===== src/rtl/timer_pkg.sv =====
// timer_pkg: shared widths, lane-index helpers and reset default for the timer load registers
package timer_pkg;
  localparam int BYTE_W = 8;
  localparam int MAX_NBYTES = 8;
  localparam logic [BYTE_W*MAX_NBYTES-1:0] RST_VAL_DEF = '0;
  typedef logic [$clog2(MAX_NBYTES)-1:0] lane_t;
  function automatic int lane_w(input int nbytes);
    return $clog2(nbytes);
  endfunction
endpackage


===== src/rtl/ilr_byte_lane.sv =====
// ilr_byte_lane: one shadow byte with write enable and synchronous clear to its reset value
module ilr_byte_lane
  import timer_pkg::*;
#(
  parameter logic [BYTE_W-1:0] RST_VAL = '0
) (
  input  logic              clk,
  input  logic              rst,
  input  logic              init,
  input  logic              we,
  input  logic [BYTE_W-1:0] d,
  output logic [BYTE_W-1:0] q
);
  always_ff @(posedge clk)
    if (!rst || init) q <= RST_VAL;
    else if (we) q <= d;
endmodule


===== src/rtl/interleaved_load_reg.sv =====
// interleaved_load_reg: byte-wise shadow load with atomic commit to the active value
// ILR_OVERRUN_EN enables the sticky overrun flag for lanes rewritten before a commit
module interleaved_load_reg
  import timer_pkg::*;
#(
  parameter int NBYTES = 4,
  parameter bit AUTO_COMMIT = 1,
  parameter logic [BYTE_W*NBYTES-1:0] RST_VAL = (BYTE_W*NBYTES)'(RST_VAL_DEF)
) (
  input  logic                        clk,
  input  logic                        rst,
  input  logic                        init,
  input  logic                        load,
  input  logic                        seq,
  input  logic [lane_w(NBYTES)-1:0]   load_sel,
  input  logic [BYTE_W-1:0]           pload,
  input  logic                        commit,
  output logic [BYTE_W*NBYTES-1:0]    pout,
  output logic [BYTE_W*NBYTES-1:0]    shadow,
  output logic [lane_w(NBYTES)-1:0]   ptr,
  output logic                        pending,
  output logic                        overrun
);
  localparam int PW = lane_w(NBYTES);
  localparam int W = BYTE_W * NBYTES;
  logic [PW-1:0] lane;
  logic wr, cm;
  logic [NBYTES-1:0] we;
  logic [W-1:0] nxt;
  always_comb begin
    lane = seq ? ptr : load_sel;
    wr = load && (seq || 32'(load_sel) < NBYTES);
    cm = commit || (AUTO_COMMIT && wr && 32'(lane) == NBYTES - 1);
  end
  // nxt is the shadow with this cycle's write merged, so a commit captures it
  for (genvar b = 0; b < NBYTES; b++) begin : g_lane
    assign we[b] = wr && 32'(lane) == b;
    assign nxt[b*BYTE_W +: BYTE_W] = we[b] ? pload : shadow[b*BYTE_W +: BYTE_W];
    ilr_byte_lane #(.RST_VAL(RST_VAL[b*BYTE_W +: BYTE_W])) u_lane (
      .clk (clk),
      .rst (rst),
      .init(init),
      .we  (we[b]),
      .d   (pload),
      .q   (shadow[b*BYTE_W +: BYTE_W])
    );
  end
  always_ff @(posedge clk)
    if (!rst || init) pout <= RST_VAL;
    else if (cm) pout <= nxt;
  always_ff @(posedge clk)
    if (!rst || init || cm) ptr <= '0;
    else if (wr && seq) ptr <= 32'(ptr) == NBYTES - 1 ? '0 : ptr + 1'b1;
  always_ff @(posedge clk)
    if (!rst || init || cm) pending <= 1'b0;
    else if (wr) pending <= 1'b1;
`ifdef ILR_OVERRUN_EN
  logic [NBYTES-1:0] mask;
  always_ff @(posedge clk)
    if (!rst || init || cm) mask <= '0;
    else mask <= mask | we;
  always_ff @(posedge clk)
    if (!rst || init) overrun <= 1'b0;
    else if (|(we & mask)) overrun <= 1'b1;
`else
  assign overrun = 1'b0;
`endif
endmodule


===== config.mk =====
export PLATFORM = sky130hd
export DESIGN_NAME = interleaved_load_reg
export DESIGN_NICKNAME = d
export VERILOG_FILES = /design/src/rtl/timer_pkg.sv /design/src/rtl/ilr_byte_lane.sv /design/src/rtl/interleaved_load_reg.sv
export SDC_FILE = /design/constraint.sdc
export NUM_CORES = 1
export LEC_CHECK = 0
export CAP_MARGIN = 20
export CORE_MARGIN = 5
export CORE_UTILIZATION = 44
export DETAILED_ROUTE_END_ITERATION = 12
export MAX_ROUTING_LAYER = met4
export PLACE_DENSITY = 0.79
export SKIP_LAST_GASP = 1
export SLEW_MARGIN = 20
export SYNTH_ARGS = -nofsm -noshare
export SYNTH_HDL_FRONTEND = slang
export SYNTH_HIERARCHICAL = 1
export SYNTH_SLANG_ARGS = --single-unit

===== constraint.sdc =====
create_clock -name clk -period 1.7 [get_ports clk]
set_input_delay 0.34 -clock clk [delete_from_list [all_inputs] [get_ports clk]]
set_output_delay 0.34 -clock clk [all_outputs]
set_load 0.01 [all_outputs]

# Word-level counts from Yosys, hierarchy flattened
# Cells that the tools add are included.
[word_totals] regBits=67 word_cells=28
[classes] addsub=1 n_eq_ne=4 muxes=6 n_reduce_logical=10
[ops] operator="$mux 8" n=4
[ops] operator="$eq 2x2->1 const B" n=3
[ops] operator="$logic_and 1x1->1" n=5
[ops] operator="$mux 2" n=2
[ops] operator="$logic_or 1x1->1" n=3
[ops] operator="$add 2x1->2 const B" n=1
[ops] operator="$eq 2x1->1 const B" n=1
[ops] operator="$logic_not 2->1" n=1
[ops] operator="$logic_not 1->1" n=1

# Logic depth before layout (Yosys ltp)
[depth] ltp_word=5 depth_mapped=8 depth_no_buf=5

# By module
# Netlist, hierarchy kept.
[modules_own_cells] module="interleaved_load_reg" instances=1 cells_each=217 area_each_um2=2005.7 seq_area_each_um2=700.7
[modules_own_cells] module="ilr_byte_lane" instances=4 cells_each=27 area_each_um2=292.8 seq_area_each_um2=160.2

# Worst setup path before layout
# Ideal clock, no wire load.
[synth_timing] kind="input to register" from="in load_sel[0]" to="reg g_lane[0].u_lane.q[0]" t_arrival_ns=1.628 slack_ns=-0.044 stages=6 n_path_buf=2 cell_sequence="or4b_2 clkbuf_1 nand2_1 buf_6 mux2i_1 nor2_1"
[synth_via] elab_chain_len=4
[synth_lines] element="from (decl)" line="interleaved_load_reg.sv:15" text="input logic [lane_w(NBYTES)-1:0] load_sel,"
[synth_lines] element="$mux 2" line="interleaved_load_reg.sv:31" text="lane = seq ? ptr : load_sel;"
[synth_lines] element="$logic_not 2->1" line="interleaved_load_reg.sv:37" text="assign we[b] = wr && 32'(lane) == b;"
[synth_lines] element="$logic_and 1x1->1" line="interleaved_load_reg.sv:37"
[synth_lines] element="named net we[0]" line="interleaved_load_reg.sv:28" text="logic [NBYTES-1:0] we;"
[synth_lines] element="$mux 8"
[synth_lines] element="to (signal assigned)" line="ilr_byte_lane.sv:15" text="if (!rst || init) q <= RST_VAL;"
[synth_lines] element="to (signal assigned)" line="ilr_byte_lane.sv:16" text="else if (we) q <= d;"
[synth_lines] element="to (decl)" line="ilr_byte_lane.sv:12" text="output logic [BYTE_W-1:0] q"
# The timed path passes the listed nets, and every way through them passes these cells.
# A chain may end at the register's enable or synchronous reset.

# Worst setup path after layout
[layout_timing] from="in load_sel[1]" to="reg ptr[1]"
[layout_via] elab_chain_len=5
[layout_lines] element="$mux 2" line="interleaved_load_reg.sv:31"
[layout_lines] element="$eq 2x2->1" line="interleaved_load_reg.sv:33" text="cm = commit || (AUTO_COMMIT && wr && 32'(lane) == NBYTES - 1);"
[layout_lines] element="$logic_and 1x1->1" line="interleaved_load_reg.sv:33"
[layout_lines] element="$logic_or 1x1->1" line="interleaved_load_reg.sv:33"
[layout_lines] element="$logic_or 1x1->1" line="interleaved_load_reg.sv:52" text="if (!rst || init || cm) ptr <= '0;"
[layout_lines] element="to (signal assigned)" line="interleaved_load_reg.sv:53" text="else if (wr && seq) ptr <= 32'(ptr) == NBYTES - 1 ? '0 : ptr + 1'b1;"
[layout_lines] element="to (decl)" line="interleaved_load_reg.sv:20" text="output logic [lane_w(NBYTES)-1:0] ptr,"
# No other way between the ends.

==> impl_metrics.env <==
export IMPL_fin_crit_ns=1.70
export IMPL_crit_buf_inv=3
export IMPL_nFillCells=590
export IMPL_grtUsageMet1_pct=27.5
export IMPL_boundaryPins=84
export IMPL_post_dp_cell_area_sq_mm=0.00419
export IMPL_multi_input_area_sq_mm=0.00169
export IMPL_p_total_mw=3.41
export IMPL_slowest_delay_ns=0.44
export IMPL_timing_fmax_ghz=0.589
export IMPL_seq_area_frac_synth_pct=42.2
export IMPL_min_path_cells=2
export IMPL_gr_usage_met2_pct=32.6
export IMPL_relSlewSlack_pct=64.1
export IMPL_setup_violations=0
export IMPL_syn_cell_area_sq_mm=0.00318
export IMPL_critPathCaptureType="register"
export IMPL_netlist_area_leader_share_pct=42.2
export IMPL_dieArea_sq_mm=0.00902
export IMPL_hold_violations=0
export IMPL_synthCells=325
export IMPL_regToRegEndpoint="g_lane[0].u_lane/q[4]"
export IMPL_fin_cells=519
export IMPL_layout_drive_gt1_share_pct=19.0
export IMPL_grt_pass1_wl_mm=14.4
export IMPL_gp_congestion=0.836
export IMPL_required_ns=1.96
export IMPL_die_w_um=95.0
export IMPL_fin_skew_ns=0.0108
export IMPL_drc_errors=0
export IMPL_nNetsFinal=433
export IMPL_numCtsBuffers=9
export IMPL_reg2reg_depth=4
export IMPL_start_util_pct=44.5
export IMPL_placed_cells=501
export IMPL_path_class="input pin to register"
export IMPL_maxCapViolCount=0
export IMPL_synth_seq_cells=67
export IMPL_finalWirelength_mm=9.25
export IMPL_cts_sinks=67
export IMPL_ys_warn_count=6
export IMPL_tightest_slew_ns=0.539
export IMPL_min_delay_start="g_lane[0].u_lane/q[4]"
export IMPL_ys_types=35
export IMPL_power_per_cell_area_mw_per_mm2=761
export IMPL_cts_htree_levels=3
export IMPL_ir_worst_vdd_uv=452
export IMPL_port_buffers=82
export IMPL_timing_final_crit_share_pct=99.8
export IMPL_status="complete, no violations"
export IMPL_grt_pass1_vias=2909
export IMPL_cpLargestDelayFamily="simple AND/OR/NAND/NOR gates"
export IMPL_grt_overflow_total=0
export IMPL_crit_arrival_ns=1.96
export IMPL_cts_clk_slew_worst_paths_ns=0.07
export IMPL_startpoint_type="input pin"
export IMPL_ys_top_cells_by_area="dfxtp_1 (42%), mux2i_1 (13%), a31oi_2 (7.9%)"
export IMPL_drt_iter0_drc=187
export IMPL_seq_area_sq_mm=0.00134
export IMPL_track_usage_pct=21.1
export IMPL_antenna_found_initial=0
export IMPL_tns_ns=0
export IMPL_yosysTopAreaCell="dfxtp_1"
export IMPL_hp_class="register to register"
export IMPL_wire_per_inst_um=17.8
export IMPL_postSynthAreaPerCell_sq_um=9.77
export IMPL_synthToLayoutAreaGrowth_pct=41.2
export IMPL_grt_use_met3_pct=4.30
export IMPL_whs_ns=0.514
export IMPL_worst_path_max_delay_cell="clkdlybuf4s50_1"
export IMPL_cp_cell_sequence="clkdlybuf4s50_1 -> buf_4 -> and4b_2 -> or3_4 -> buf_8 -> nor3_2"
export IMPL_critical_path_peak_fanout=11
export IMPL_rr_startpoint="ptr[1]"
export IMPL_avgViaCountPerCell=5.70
export IMPL_leakagePower_nw=1.53
export IMPL_grt_max_degree=18
export IMPL_diodes=0
export IMPL_core_region_area_sq_mm=0.00714
export IMPL_final_common_cell="clkdlybuf4s50_1"
export IMPL_drtPass1Iterations=5
export IMPL_slew_violations=0
export IMPL_cts_root_buf="clkbuf_8"
export IMPL_grt_busiest_layer="met2"
export IMPL_clockBufferDepth=2
export IMPL_post_route_cell_area_sq_mm=0.00448
export IMPL_ant_nets=0
export IMPL_rows=31
export IMPL_dieHeight_um=95.0
export IMPL_rrSetupSlack_ns=0.26
export IMPL_syn_num_nets=342
export IMPL_vias=2957
export IMPL_hpwlAfterDp_mm=6.35
export IMPL_hold_end="pout[4]"
export IMPL_layout_common_cells="clkdlybuf4s50_1 (77), dfxtp_1 (67), mux2i_1 (42)"
export IMPL_cts_tree="built"
export IMPL_clock_latency_ns=0.34
-- synthesized netlist by cell type (all sizes together) --
cell	n
conb	1
or3	1
clkbuf	23
and4bb	3
nor2	35
ha	1
nor3	3
nand4bb	2
and4	1
and4b	3
a211oi	8
or4b	1
nand2	4
inv	1
a21oi	8
nor2b	1
nand3	24
nor4b	1
or4bb	1
o21ai	24
o41ai	24
dfxtp	67
nand2b	5
buf	13
a31oi	24
nand4b	3
mux2i	42
nand4	1
-- repair_timing --
action | 4_1_cts | 5_1_grt
hold buffers | 0 | 0
resized for setup | 5 | 19
pin swaps | 1 | 1
endpoints found under the hold margin | 0 | 0
buffers inserted | 0 | 2
gates cloned | 0 | 1
endpoints found under the setup margin | 19 | 44
-- how the worst max path moves through the flow --
stage,from,endpoint,slack [ns],cells after the start
after CTS,load,g_lane[0].u_lane/q[4],-0.01,6
after global routing,load_sel[1],ptr[1],-0.07,6
after global placement,seq,g_lane[0].u_lane/q[0],-0.41,5
after floorplan,load_sel[0],g_lane[0].u_lane/q[0],0.003,6
final,load_sel[1],ptr[1],0.003,6
after detailed placement,load_sel[0],g_lane[0].u_lane/q[4],-0.43,5
-- stage by stage --
step                      worst slack, ns  utilization, %
after global routing              -0.0652            62.8
after floorplan                   0.00328               -
after global placement             -0.413            58.6
after detailed placement           -0.434            58.6
final                             0.00325            62.8
after CTS                         -0.0127            61.4
-- registers in the layout, summed over array words and instances, names as in the netlist --
name / flops
g_lane.u_lane/q: 32
pending: 1
pout: 32
ptr: 2
-- routing by layer --
layer	share of wire, %	wire length [um]
met4	2.3	211
met3	6.2	573
met5	0	0
met2	48	4430
met1	44	4030
-- logic make-up (layout without fill, tap and decap cells) --
family / after synthesis / after routing / synth area share, %
other cells: 1 / 1 / 0.118
compound gates: 88 / 88 / 22.2
simple gates: 89 / 89 / 15.5
fa+ha+maj: 1 / 1 / 0.394
mux: 42 / 42 / 13.2
flops: 67 / 67 / 42.2
buf+inv: 37 / 132 / 6.30
-- worst min-delay path: stages, from the launching register on --
cell and delay, ns:
dfxtp_1 0.33, nand3_1 0.07, a31oi_1 0.07
-- area by class of cell --
type | instances | area share [%]
Sequential cell | 67 | 29.9
Tap cell | 99 | 2.76
Clock buffer | 13 | 3.54
Inverter | 1 | 0.0837
Clock inverter | 2 | 0.781
Multi-Input combinational cell | 221 | 37.7
Timing Repair Buffer | 116 | 25.2
-- report_power, final --
group	internal (mW)	leakage [nW]	switching [mW]	total (mW)
combinational	0.214	0.889	0.234	0.449
clock	0.749	0.0995	0.586	1.34
sequential	1.60	0.543	0.0225	1.63
total	2.57	1.53	0.843	3.41
Note: power is estimated with default switching activity, not from simulation.
